## src/rtl/regfile_wb_scheduler.sv

```systemverilog
// Round-robin arbiter sharing the register-file write port between ALU (A) and load (B) writebacks.
// The write port is registered one cycle after the grant. Ready is combinational, and a loser keeps valid until granted.
module regfile_wb_scheduler #(
  parameter int DW    = 32,
  parameter int AW    = 4,
  parameter int NREGS = 16,
  parameter int RO_LO = 14,
  parameter int RO_HI = 15
) (
  input  logic             clk,
  input  logic             reset,
  input  logic             issue_valid,
  input  logic [AW-1:0]    issue_dreg,
  input  logic             a_valid,
  input  logic [AW-1:0]    a_dreg,
  input  logic [DW-1:0]    a_data,
  output logic             a_ready,
  input  logic             b_valid,
  input  logic [AW-1:0]    b_dreg,
  input  logic [DW-1:0]    b_data,
  output logic             b_ready,
  output logic             rf_we,
  output logic [AW-1:0]    rf_dreg,
  output logic [DW-1:0]    rf_wdata,
  input  logic [AW-1:0]    rd_op1,
  input  logic [AW-1:0]    rd_op2,
  output logic             hazard1,
  output logic             hazard2,
  output logic [NREGS-1:0] pending,
  output logic [7:0]       drop_count
);

  typedef struct packed {
    logic [AW-1:0] dreg;
    logic [DW-1:0] data;
  } wb_t;

  function automatic logic is_ro(input logic [AW-1:0] r);
    return (r == AW'(RO_LO)) || (r == AW'(RO_HI));
  endfunction

  // prio_q: 0 = A wins the next contested cycle, 1 = B wins it
  logic             prio_q, prio_d;
  logic             rf_we_q, rf_we_d;
  wb_t              rf_q, rf_d;
  logic [NREGS-1:0] pending_q, pending_d;
  logic [7:0]       drop_q, drop_d;

  logic grant_a, grant_b, xfer, contested;
  wb_t  sel;

  always_comb begin
    contested = a_valid && b_valid;
    grant_a   = !reset && a_valid && (!b_valid || !prio_q);
    grant_b   = !reset && b_valid && (!a_valid || prio_q);
    xfer      = grant_a || grant_b;
    sel       = grant_b ? '{dreg: b_dreg, data: b_data} : '{dreg: a_dreg, data: a_data};
  end

  always_comb begin
    prio_d    = (contested && !reset) ? !prio_q : prio_q;
    rf_we_d   = xfer && !is_ro(sel.dreg);
    rf_d      = xfer ? sel : rf_q;
    drop_d    = drop_q;
    if (xfer && is_ro(sel.dreg) && drop_q != 8'hFF)
      drop_d = drop_q + 8'd1;

    // Clear before set so a new producer issued alongside the retiring write stays outstanding.
    pending_d = pending_q;
    if (xfer)
      pending_d[sel.dreg] = 1'b0;
    if (issue_valid && !is_ro(issue_dreg))
      pending_d[issue_dreg] = 1'b1;
    pending_d[RO_LO] = 1'b0;
    pending_d[RO_HI] = 1'b0;
  end

  always_ff @(posedge clk) begin
    if (reset) begin
      prio_q    <= 1'b0;
      rf_we_q   <= 1'b0;
      rf_q      <= '0;
      pending_q <= '0;
      drop_q    <= '0;
    end else begin
      prio_q    <= prio_d;
      rf_we_q   <= rf_we_d;
      rf_q      <= rf_d;
      pending_q <= pending_d;
      drop_q    <= drop_d;
    end
  end

  assign a_ready    = grant_a;
  assign b_ready    = grant_b;
  assign rf_we      = rf_we_q;
  assign rf_dreg    = rf_q.dreg;
  assign rf_wdata   = rf_q.data;
  assign pending    = pending_q;
  assign drop_count = drop_q;
  assign hazard1    = pending_q[rd_op1];
  assign hazard2    = pending_q[rd_op2];

endmodule

```

## config.mk

```make
export PLATFORM = sky130hd
export DESIGN_NAME = regfile_wb_scheduler
export DESIGN_NICKNAME = d
export VERILOG_FILES = /design/src/rtl/regfile_wb_scheduler.sv
export SDC_FILE = /design/constraint.sdc
export NUM_CORES = 1
export LEC_CHECK = 0
export BUFFER_PORTS_ARGS = -buffer_cell sky130_fd_sc_hd__buf_4
export CAP_MARGIN = 15
export CORE_MARGIN = 2
export CORE_UTILIZATION = 45
export CTS_CLUSTER_DIAMETER = 200
export DETAILED_ROUTE_END_ITERATION = 8
export PLACE_DENSITY = 0.84
export SLEW_MARGIN = 10
export SYNTH_ARGS = -nofsm -noshare
export SYNTH_HDL_FRONTEND = slang
export SYNTH_SLANG_ARGS = --single-unit
```

## constraint.sdc

```tcl
create_clock -name clk -period 2.3 [get_ports clk]
set_input_delay 0.46 -clock clk [delete_from_list [all_inputs] [get_ports clk]]
set_output_delay 0.46 -clock clk [all_outputs]
set_load 0.01 [all_outputs]
```

==> results of run 1 <==
per-stage QoR:
step,util,setup slack [ns],area [sq um]
floorplan,-,0.371,2970
global placement,0.656,0.184,4170
detailed placement,0.656,0.128,4170
CTS,0.685,0.115,4350
global route,0.685,0.0349,4350
finish,0.685,0.133,4350
state kept, by name, summed over array words and instances, names as in the netlist:
register / flops
rf_wdata: 32
pending: 14
drop_count: 8
rf_dreg: 4
prio_q: 1
rf_we: 1
metal layers:
metal	global-route usage	up-vias	part of all wire
met1	0.279	1469	0.39
met2	0.407	135	0.50
li1	-	1535	-
met3	0.0934	12	0.096
met5	0	-	0
met4	0.0895	0	0.016
cells in the final DEF (no fill, tap or decap), types with 6 or more instances in the layout:
master	Yosys	final
nor2_1	17	16
clkbuf_8	0	9
mux2i_1	36	36
mux4_2	6	6
o21ai_0	36	35
o31ai_1	15	15
nand2_1	24	23
buf_4	2	156
dfxtp_1	60	60
nand3_1	38	38
a21oi_1	24	24
worst max-delay path by stage:
| stage | startpoint | endpoint | depth (start not counted) |
|---|---|---|---|
| 3_3_place_gp | a_valid | drop_count[4] | 6 |
| 4_1_cts | pending[3] | hazard1 | 5 |
| 3_5_place_dp | a_valid | drop_count[4] | 6 |
| 5_1_grt | pending[2] | hazard1 | 5 |
| 2_1_floorplan | a_valid | drop_count[4] | 5 |
| 6_report | pending[2] | hazard1 | 5 |
area by class of cell:
| type | instances | area [sq um] | share of cell area |
|---|---|---|---|
| repair buffers | 156 | 1170 | 0.269 |
| multi-input cells | 246 | 1670 | 0.384 |
| clock buffers | 10 | 128 | 0.0293 |
| well taps | 77 | 96.3 | 0.0222 |
| inverters | 7 | 26.3 | 0.00604 |
| clock inverters | 6 | 55.1 | 0.0127 |
| flip-flops and latches | 60 | 1200 | 0.276 |
critical path, cell delays in order (launching register included):
cell and delay (ns):
dfxtp_1 0.35, mux4_2 0.46, nor2b_1 0.14, a211oi_1 0.21, a21oi_1 0.07, buf_4 0.15
cells by family (layout without fill, tap and decap cells):
family	count (synthesis)	count (layout)
mux	43	43
xor+xnor	1	1
compound gates	96	96
buf+inv	26	179
fa+ha+maj	1	1
simple gates	103	103
flops	60	60
other cells	1	2
where the power goes:
group          internal (uW)  switching, uW
sequential              1100           34.0
combinational            253            232
clock                    490            417
==> key figures, run 1 <==
Outcome
  • Status: complete, no violations

GRT
  • Grt total ovfl: 0
  • Vias in the first global route: 2997
  • First-pass GRT wire length: 14.1 mm
  • Antenna violations before repair: 0
  • Pin count of the biggest net entering global routing: 35
  • Total GRT Usage: 0.242

Clock tree
  • Clk_lat worst skew: 0.34 ns
  • Total CTS buffers: 9
  • Bufs on Longest Clock Path: 2
  • # Post-CTS Setup Buffers: 0
  • CTS H-tree depth: 3
  • TritonCTS clock tree: done
  • Clock sinks: 60
  • Worst-path clk slew: 0.07 ns
  • Hold-fix buffers at CTS: 0
  • Clk root buf: clkbuf_8
  • Post_cts resized: 0

Synthesis
  • Synth Area in Simple Gates: 0.171
  • Largest family of logic cells by synthesized area: compound AO/OA/AOI/OAI gates
  • XOR/XNOR Fraction of Synth Area: 0.00295
  • Top post-synthesis cells by area: dfxtp_1, mux2i_1, nand3_1
  • Adder-Cell Fraction of Synth Area: 0.00421
  • Synth cell count leaders: dfxtp_1, nand3_1, mux2i_1, o21ai_0
  • Synth warn: 0
  • Synthesized flop and latch total: 60
  • Mux cell area share after synthesis: 0.171
  • Compound-Gate Fraction of Synth Area: 0.208
  • Area leader, netlist: dfxtp_1
  • Synth Flop Type: dfxtp_1
  • Mapped Area: 0.00297 sq mm
  • Post-synth ARST share: 0
  • EDFF count, synth: 0
  • Yosys top cell area share: 0.404
  • Library cells used by synthesis: 47
  • Count leader, synth: dfxtp_1
  • Gate Count Post-Synth: 331
  • Syn_area_per_cell: 8.97 sq um
  • Sequential area share after synthesis: 0.404

STA
  • Setup TNS: 0 ns
  • Hold Fails Final Rpt: 0
  • Slew margin rel.: 0.295
  • Worst Max-Slew Pin Slew: 1.06 ns
  • Minimum hold slack: 0.365 ns
  • Unrepaired setup endpoints after global routing: no
  • # setup viols final: 0
  • Final Cycle Share: 0.942
  • Post-layout min period: 2.17 ns
  • Max Freq: 0.461 GHz
  • Fin Clk Skew: 0.00460 ns
  • Slew Viols, Final: 0

Power
  • Pwr Total: 2520 uW
  • Power density over cell area: 580 mW/mm^2
  • Maximum VDD drop: 0.494 mV
  • Leak pwr: 0.00203 uW

Placed design
  • Dpl hpwl: 6.81 mm
  • IO Port Bufs: 151
  • Dpl cells: 546
  • Routability cong.: 0.855

Route
  • Initial DRC Count: 142
  • Routed length per instance: 15.7 microns
  • DRC: 0
  • Total length of routed wires: 8.80 mm
  • DRT Pass-1 Iters: 4
  • Antenna Violating Nets Remaining: 0
  • Routed vias: 3151
  • DR vias/cell: 5.61

Setup path
  • Reg-to-reg startpoint: prio_q
  • Max FO, Critical Path: 4
  • RR Endpoint: drop_count[4]
  • Req. time, crit path: 1.84 ns
  • Worst Setup End Kind: primary output
  • R2R depth: 5
  • Crit Path Category: reg2out
  • CP startpoint kind: register
  • Reg-to-reg slack, setup: 0.36 ns
  • CP arrival: 1.71 ns

Final layout
  • Layout cells sized above 1: 0.392
  • Fillers: 497
  • Nets: 570
  • Area Overhead vs Synth: 46.4%
  • Non-filler cells, final: 562
  • Ant diodes: 0

Hold path
  • Worst Hold Path EP: drop_count[1]
  • Worst hold path type: in2reg
  • Hold path start: reset
  • Hold path depth: 2

Run
  • Max-cap violations: 0

Floorplan
  • Floorplan row count: 29
  • Initial Util: 0.468
  • IO Count: 154
  • Core ar.: 0.00635 sq mm
  • Die H: 85.2 microns
  • Die area: 0.00727 sq mm
  • Die Width: 85.2 microns
Power figures use the tool's default switching activity.
==> inputs of run 2 (changes only) <==
--- a/config.mk
+++ b/config.mk
@@ -5,10 +5,11 @@
 export SDC_FILE = /design/constraint.sdc
 export NUM_CORES = 1
 export LEC_CHECK = 0
+export ABC_AREA = 1
 export BUFFER_PORTS_ARGS = -buffer_cell sky130_fd_sc_hd__buf_4
 export CAP_MARGIN = 15
 export CORE_MARGIN = 2
-export CORE_UTILIZATION = 45
+export CORE_UTILIZATION = 46
 export CTS_CLUSTER_DIAMETER = 200
 export DETAILED_ROUTE_END_ITERATION = 8
 export PLACE_DENSITY = 0.84
==> run 2 against run 1 <==
Flip-flop and latch count stayed put. Global-route usage is essentially flat. Total power increased by 7.6%. Register-to-register slack better by 0.32 ns. Clock power grew 6.0%. Die area rose by 4.2%. Clock-buffer cell count up 1. Critical endpoint is now b_ready.
==> key figures, run 2 <==
Outcome
  • Status: complete, no violations

STA
  • Fin Clk Skew: 0.00925 ns (+0.00466 ns)
  • Minimum hold slack: 0.374 ns (+0.00911 ns)
  • Final Cycle Share: 0.872 (-0.0703)
  • Hold Fails Final Rpt: 0 (unchanged)
  • Max Freq: 0.499 GHz (+8.1%)
  • Post-layout min period: 2.01 ns (-0.162 ns)
  • # setup viols final: 0 (unchanged)
  • Unrepaired setup endpoints after global routing: no
  • Slew Viols, Final: 0 (unchanged)
  • Setup TNS: 0 ns (unchanged)

Synthesis
  • Mapped Area: 0.00317 sq mm (+6.7%)
  • Synth Flop Type: dfxtp_1
  • Synth warn: 0 (unchanged)
  • Library cells used by synthesis: 32 (-32%)
  • Yosys top cell area share: 0.379 (-0.0255)
  • Syn_area_per_cell: 6.88 sq um (-23%)
  • Top post-synthesis cells by area: dfxtp_1, nand2_1, a21oi_1
  • Gate Count Post-Synth: 461 (+39%)
  • Count leader, synth: nand2_1
  • Synthesized flop and latch total: 60 (unchanged)
  • Post-synth ARST share: 0 (unchanged)
  • Synth cell count leaders: nand2_1, a21oi_1, dfxtp_1
  • Sequential area share after synthesis: 0.379 (-0.0255)
  • Area leader, netlist: dfxtp_1
  • EDFF count, synth: 0 (unchanged)

Floorplan
  • IO Count: 154 (unchanged)
  • Die Width: 87.0 microns (+2.1%)
  • Die area: 0.00757 sq mm (+4.2%)
  • Die H: 87.0 microns (+2.1%)
  • Core ar.: 0.00672 sq mm (+5.8%)
  • Floorplan row count: 30 (+3.4%)
  • Initial Util: 0.472 (+0.00410)

Clock tree
  • # Post-CTS Setup Buffers: 0 (unchanged)
  • Hold-fix buffers at CTS: 0 (unchanged)
  • TritonCTS clock tree: done
  • Clk_lat worst skew: 0.33 ns (about the same)
  • Clock sinks: 60 (unchanged)
  • Clk root buf: clkbuf_8
  • CTS H-tree depth: 3 (unchanged)
  • Worst-path clk slew: 0.07 ns (about the same)
  • Bufs on Longest Clock Path: 2 (unchanged)
  • Post_cts resized: 0 (unchanged)
  • Total CTS buffers: 9 (unchanged)

Setup path
  • Max FO, Critical Path: 17 (+13)
  • CP startpoint kind: register
  • Crit Path Category: reg2out
  • CP arrival: 1.55 ns (-0.16 ns)
  • Reg-to-reg startpoint: prio_q
  • Worst Setup End Kind: primary output
  • R2R depth: 9 (+4)
  • CP startpoint: prio_q
  • Req. time, crit path: 1.84 ns (about the same)

Placed design
  • Routability cong.: 0.964 (+13%)
  • Dpl hpwl: 6.82 mm (+0.14%)
  • Area post-placement: 0.00429 sq mm (+2.9%)
  • Dpl cells: 670 (+23%)
  • IO Port Bufs: 151 (unchanged)

Power
  • Leak pwr: 0.00217 uW (+6.9%)
  • Maximum VDD drop: 0.351 mV (-29%)
  • Power density over cell area: 605 mW/mm^2 (+4.2%)

Route
  • DR vias/cell: 5.20 (-7.3%)
  • Total length of routed wires: 9.03 mm (+2.6%)
  • Antenna Violating Nets Remaining: 0 (unchanged)
  • DRT Pass-1 Iters: 5 (+1)
  • DRC: 0 (unchanged)
  • Routed length per instance: 13.2 microns (-16%)
  • Routed vias: 3565 (+13%)
  • Initial DRC Count: 278 (+96%)

Final layout
  • Commonest non-fill, non-tap cell in the layout: buf_4
  • Layout cells sized above 1: 0.317 (-0.0749)
  • Nets: 691 (+21%)
  • Most frequent cells in the layout: buf_4, nand2_1, a21oi_1
  • Max reg flops: 32 (unchanged)
  • Final Instance Area: 0.00449 sq mm (+3.2%)
  • Non-filler cells, final: 686 (+22%)
  • Ant diodes: 0 (unchanged)
  • Area Overhead vs Synth: 41.6%

Run
  • Max-cap violations: 0 (unchanged)

GRT
  • First-pass GRT wire length: 14.6 mm (+3.8%)
  • Pin count of the biggest net entering global routing: 65 (+86%)
  • Total GRT Usage: 0.242 (-0.000355)
  • Grt total ovfl: 0 (unchanged)
  • Antenna violations before repair: 0 (unchanged)
  • Vias in the first global route: 3296 (+10%)

Hold path
  • Hold path depth: 3 (+1)
  • Hold path start: b_data[29]
  • Worst hold path type: in2reg
## run 2: changes by cell type in the layout (fill, tap and decap cells not counted), sizes merged, moves of 11 or more
cell and change:
nand2 +128, a21oi +40, mux2i -36, inv +33, a31oi +30, o21ai -22
nand3 -19, o31ai -15, o211ai +11
## run 2: metrics by stage
stage	setup WS, ns	total power [uW]	utilization
3_3_place_gp	0.371	1760	0.638
3_5_place_dp	0.346	1780	0.638
6_report	0.294	2710	0.668
2_1_floorplan	0.649	1480	-
5_1_grt	0.195	2840	0.668
4_1_cts	0.276	2740	0.668
## run 2: power by group
group          internal [uW]  switching (uW)  leakage [uW]
Clock                    552             409      0.000109
Sequential              1120            45.3      0.000497
Combinational            290             298       0.00156
Total                   1960             753       0.00217
## run 2: cell type report
| cell class | instances | area, sq um |
|---|---|---|
| repair buffers | 155 | 1180 |
| well taps | 80 | 100 |
| clock inverters | 5 | 50.0 |
| inverters | 40 | 151 |
| fillers | 585 | 2230 |
| flip-flops and latches | 60 | 1200 |
| multi-input cells | 335 | 1660 |
| clock buffers | 11 | 151 |
## run 2: logic make-up after synthesis
logic type      count (synthesis)  share of synthesized area
flops                          60                      0.379
compound gates                121                      0.219
other cells                     1                    0.00118
fa+ha+maj                       1                    0.00395
simple gates                  206                      0.285
xor+xnor                        5                     0.0138
buf+inv                        67                     0.0991
## run 2: path summary, 6_finish.rpt
check / end / slack, ns
worst max-delay path: b_ready / 0.29
worst min-delay path: rf_wdata[29] / 0.37
worst min register to register: pending[12] / 0.50
worst max register to register: drop_count[5] / 0.68
## run 2: metal layers
layer	vias up	global-route usage	wire [microns]
met4	0	0.0824	189
met5	-	0	0
met3	23	0.0739	871
met1	1567	0.297	3690
li1	1810	-	-
met2	165	0.400	4280
## run 2: critical path: stages, from the launching register on
cell,delay [ns]
dfxtp_1,0.35
inv_1,0.07
nand2_2,0.17
nand2_4,0.18
inv_2,0.25
buf_4,0.18
==> inputs of run 3 (changes only) <==
--- a/config.mk
+++ b/config.mk
@@ -8,11 +8,13 @@
 export ABC_AREA = 1
 export BUFFER_PORTS_ARGS = -buffer_cell sky130_fd_sc_hd__buf_4
 export CAP_MARGIN = 15
+export CELL_PAD_IN_SITES_DETAIL_PLACEMENT = 1
+export CELL_PAD_IN_SITES_GLOBAL_PLACEMENT = 2
 export CORE_MARGIN = 2
-export CORE_UTILIZATION = 46
+export CORE_UTILIZATION = 23
 export CTS_CLUSTER_DIAMETER = 200
 export DETAILED_ROUTE_END_ITERATION = 8
-export PLACE_DENSITY = 0.84
+export PLACE_DENSITY = 0.83
 export SLEW_MARGIN = 10
 export SYNTH_ARGS = -nofsm -noshare
 export SYNTH_HDL_FRONTEND = slang
==> run 3 against run 2 <==
Via count fell by 0.20%. Sequential power barely moved. Critical path depth rose by 2. Die area rose by 95%. Clock-buffer cell count rose by 1. Worst hold slack improved by 0.021 ns. Design area rose by 4.4%. Setup slack improved by 0.13 ns. Combinational power rose by 2%.
==> key figures, run 3 (same netlist as run 2, synthesis figures left out) <==
Setup path
  • Worst path most repeated cell: o21ai_0
  • Max FO, Critical Path: 3 (-14)
  • R2R depth: 10 (+1)
  • Reg-to-reg startpoint: drop_count[0]
  • Cells along the critical path: inv_1 -> a21oi_1 -> o21ai_0 -> o21ai_0 -> o211ai_1 -> nand2_1 -> buf_4
  • Req. time, crit path: 1.84 ns (about the same)
  • CP startpoint kind: register
  • CP arrival: 1.42 ns (-0.13 ns)
  • CP max-delay cell: dfxtp_1
  • RR Endpoint: drop_count[1]
  • Crit-path max cell delay: 0.33 ns (-0.02 ns)
  • Crit Path Category: reg2out
  • Worst Setup End Kind: primary output
  • Reg-to-reg slack, setup: 0.73 ns (+0.05 ns)

Hold path
  • Hold path start: b_data[10]
  • Worst Hold Path EP: rf_wdata[10]
  • Hold path depth: 3 (unchanged)
  • Worst hold path type: in2reg

Final layout
  • Util after Layout: 0.351 (-0.317)
  • Commonest non-fill, non-tap cell in the layout: buf_4
  • Nets: 693 (+0.29%)
  • Ant diodes: 0 (unchanged)
  • Flip-flop and latch area: 0.00120 sq mm (unchanged)
  • Max reg flops: 32 (unchanged)
  • Layout cells sized above 1: 0.317 (unchanged)
  • Multi-input logic area: 0.00166 sq mm (unchanged)
  • Final Instance Area: 0.00469 sq mm (+4.4%)
  • Area Overhead vs Synth: 47.8%
  • Fillers: 1701 (+190%)
  • Most frequent cells in the layout: buf_4, nand2_1, a21oi_1

Clock tree
  • Clk_lat worst skew: 0.32 ns (about the same)
  • Total CTS buffers: 9 (unchanged)
  • Worst-path clk slew: 0.05 ns (-0.02 ns)
  • Clock sinks: 60 (unchanged)
  • Hold-fix buffers at CTS: 0 (unchanged)
  • Bufs on Longest Clock Path: 2 (unchanged)
  • Post_cts resized: 0 (unchanged)
  • Clk root buf: clkbuf_16
  • CTS H-tree depth: 3 (unchanged)
  • # Post-CTS Setup Buffers: 0 (unchanged)
  • TritonCTS clock tree: done

Power
  • Maximum VDD drop: 0.303 mV (-14%)
  • Pwr Total: 3020 uW (+11%)
  • Power density over cell area: 644 mW/mm^2 (+6.4%)
  • Leak pwr: 0.00220 uW (+1.7%)

Floorplan
  • Die H: 121 microns (+40%)
  • Initial Util: 0.238 (-0.234)
  • Floorplan row count: 42 (+40%)
  • Die area: 0.0147 sq mm (+95%)
  • IO Count: 154 (unchanged)
  • Die Width: 121 microns (+40%)
  • Core ar.: 0.0133 sq mm (+99%)

GRT
  • Vias in the first global route: 3633 (+10%)
  • Antenna violations before repair: 0 (unchanged)
  • First-pass GRT wire length: 18.4 mm (+26%)
  • Total GRT Usage: 0.159 (-0.0826)
  • Pin count of the biggest net entering global routing: 48 (-26%)
  • Grt total ovfl: 0 (unchanged)

Placed design
  • Routability cong.: 0.791 (-18%)
  • Dpl hpwl: 9.08 mm (+33%)
  • IO Port Bufs: 151 (unchanged)
  • Area post-placement: 0.00441 sq mm (+2.9%)

STA
  • # setup viols final: 0 (unchanged)
  • Setup TNS: 0 ns (unchanged)
  • Fin Clk Skew: 0.00431 ns (-0.00494 ns)
  • Unrepaired setup endpoints after global routing: no
  • Post-layout min period: 1.88 ns (-0.126 ns)
  • Max Freq: 0.532 GHz (+6.7%)
  • Slew Viols, Final: 0 (unchanged)
  • Final Cycle Share: 0.817 (-0.0549)
  • Hold Fails Final Rpt: 0 (unchanged)

Route
  • DR vias/cell: 4.55 (-12%)
  • Routed length per instance: 14.7 microns (+11%)
  • DRC: 0 (unchanged)
  • Antenna Violating Nets Remaining: 0 (unchanged)
  • DRT Pass-1 Iters: 4 (-1)
  • Total length of routed wires: 11.5 mm (+27%)
  • Routed vias: 3558 (-0.20%)
  • Initial DRC Count: 98 (-65%)

Outcome
  • Status: complete, no violations

Run
  • Max-cap violations: 0 (unchanged)
-- run 3: cell types whose count changed in the layout (fill, tap and decap cells not counted), sizes merged --
cell    delta
buf        +2
bufinv     -1
clkbuf     +1
clkinv     -2
-- run 3: worst max path at each step --
stage	startpoint	to	slack, ns	cells after the start
after global routing	pending[1]	hazard2	0.26	7
after CTS	prio_q	b_ready	0.41	5
final	pending[1]	hazard2	0.42	7
after global placement	reset	drop_count[5]	0.46	10
after detailed placement	reset	drop_count[1]	0.41	11
after floorplan	reset	b_ready	0.65	6
-- run 3: layout make-up --
type | instances | share of cell area
Timing Repair Buffer | 157 | 0.251
Tap cell | 176 | 0.0470
Sequential cell | 60 | 0.256
Inverter | 40 | 0.0323
Clock buffer | 12 | 0.0569
Clock inverter | 2 | 0.00214
Multi-Input combinational cell | 335 | 0.354
-- run 3: metal layers --
layer,global-route usage,share of wire,up-vias,routed length [microns]
li1,-,-,1819,-
met1,0.181,0.42,1608,4860
met2,0.273,0.47,121,5380
met3,0.0639,0.097,10,1120
met4,0.0474,0.011,0,124
met5,0,0,-,0
-- run 3: metrics by stage --
stage,instances,hold WS [ns],worst slack (ns)
global placement,768,0.487,0.456
CTS,782,0.386,0.409
detailed placement,768,0.494,0.409
finish,782,0.395,0.421
floorplan,462,0.495,0.649
global route,782,0.399,0.258
-- run 3: worst max-delay path, delay by kind of cell, from the launching register on --
family / cells / cell delay, ns
AOI/OAI and AO/OA: 4 / 0.46
DFF: 1 / 0.33
buffers and inverters: 2 / 0.22
and+or+nand+nor: 1 / 0.08
-- run 3: power breakdown --
part           switching [uW]  internal [uW]  total (uW)
sequential               48.9           1120        1170
combinational             310            290         600
clock                     445            800        1240
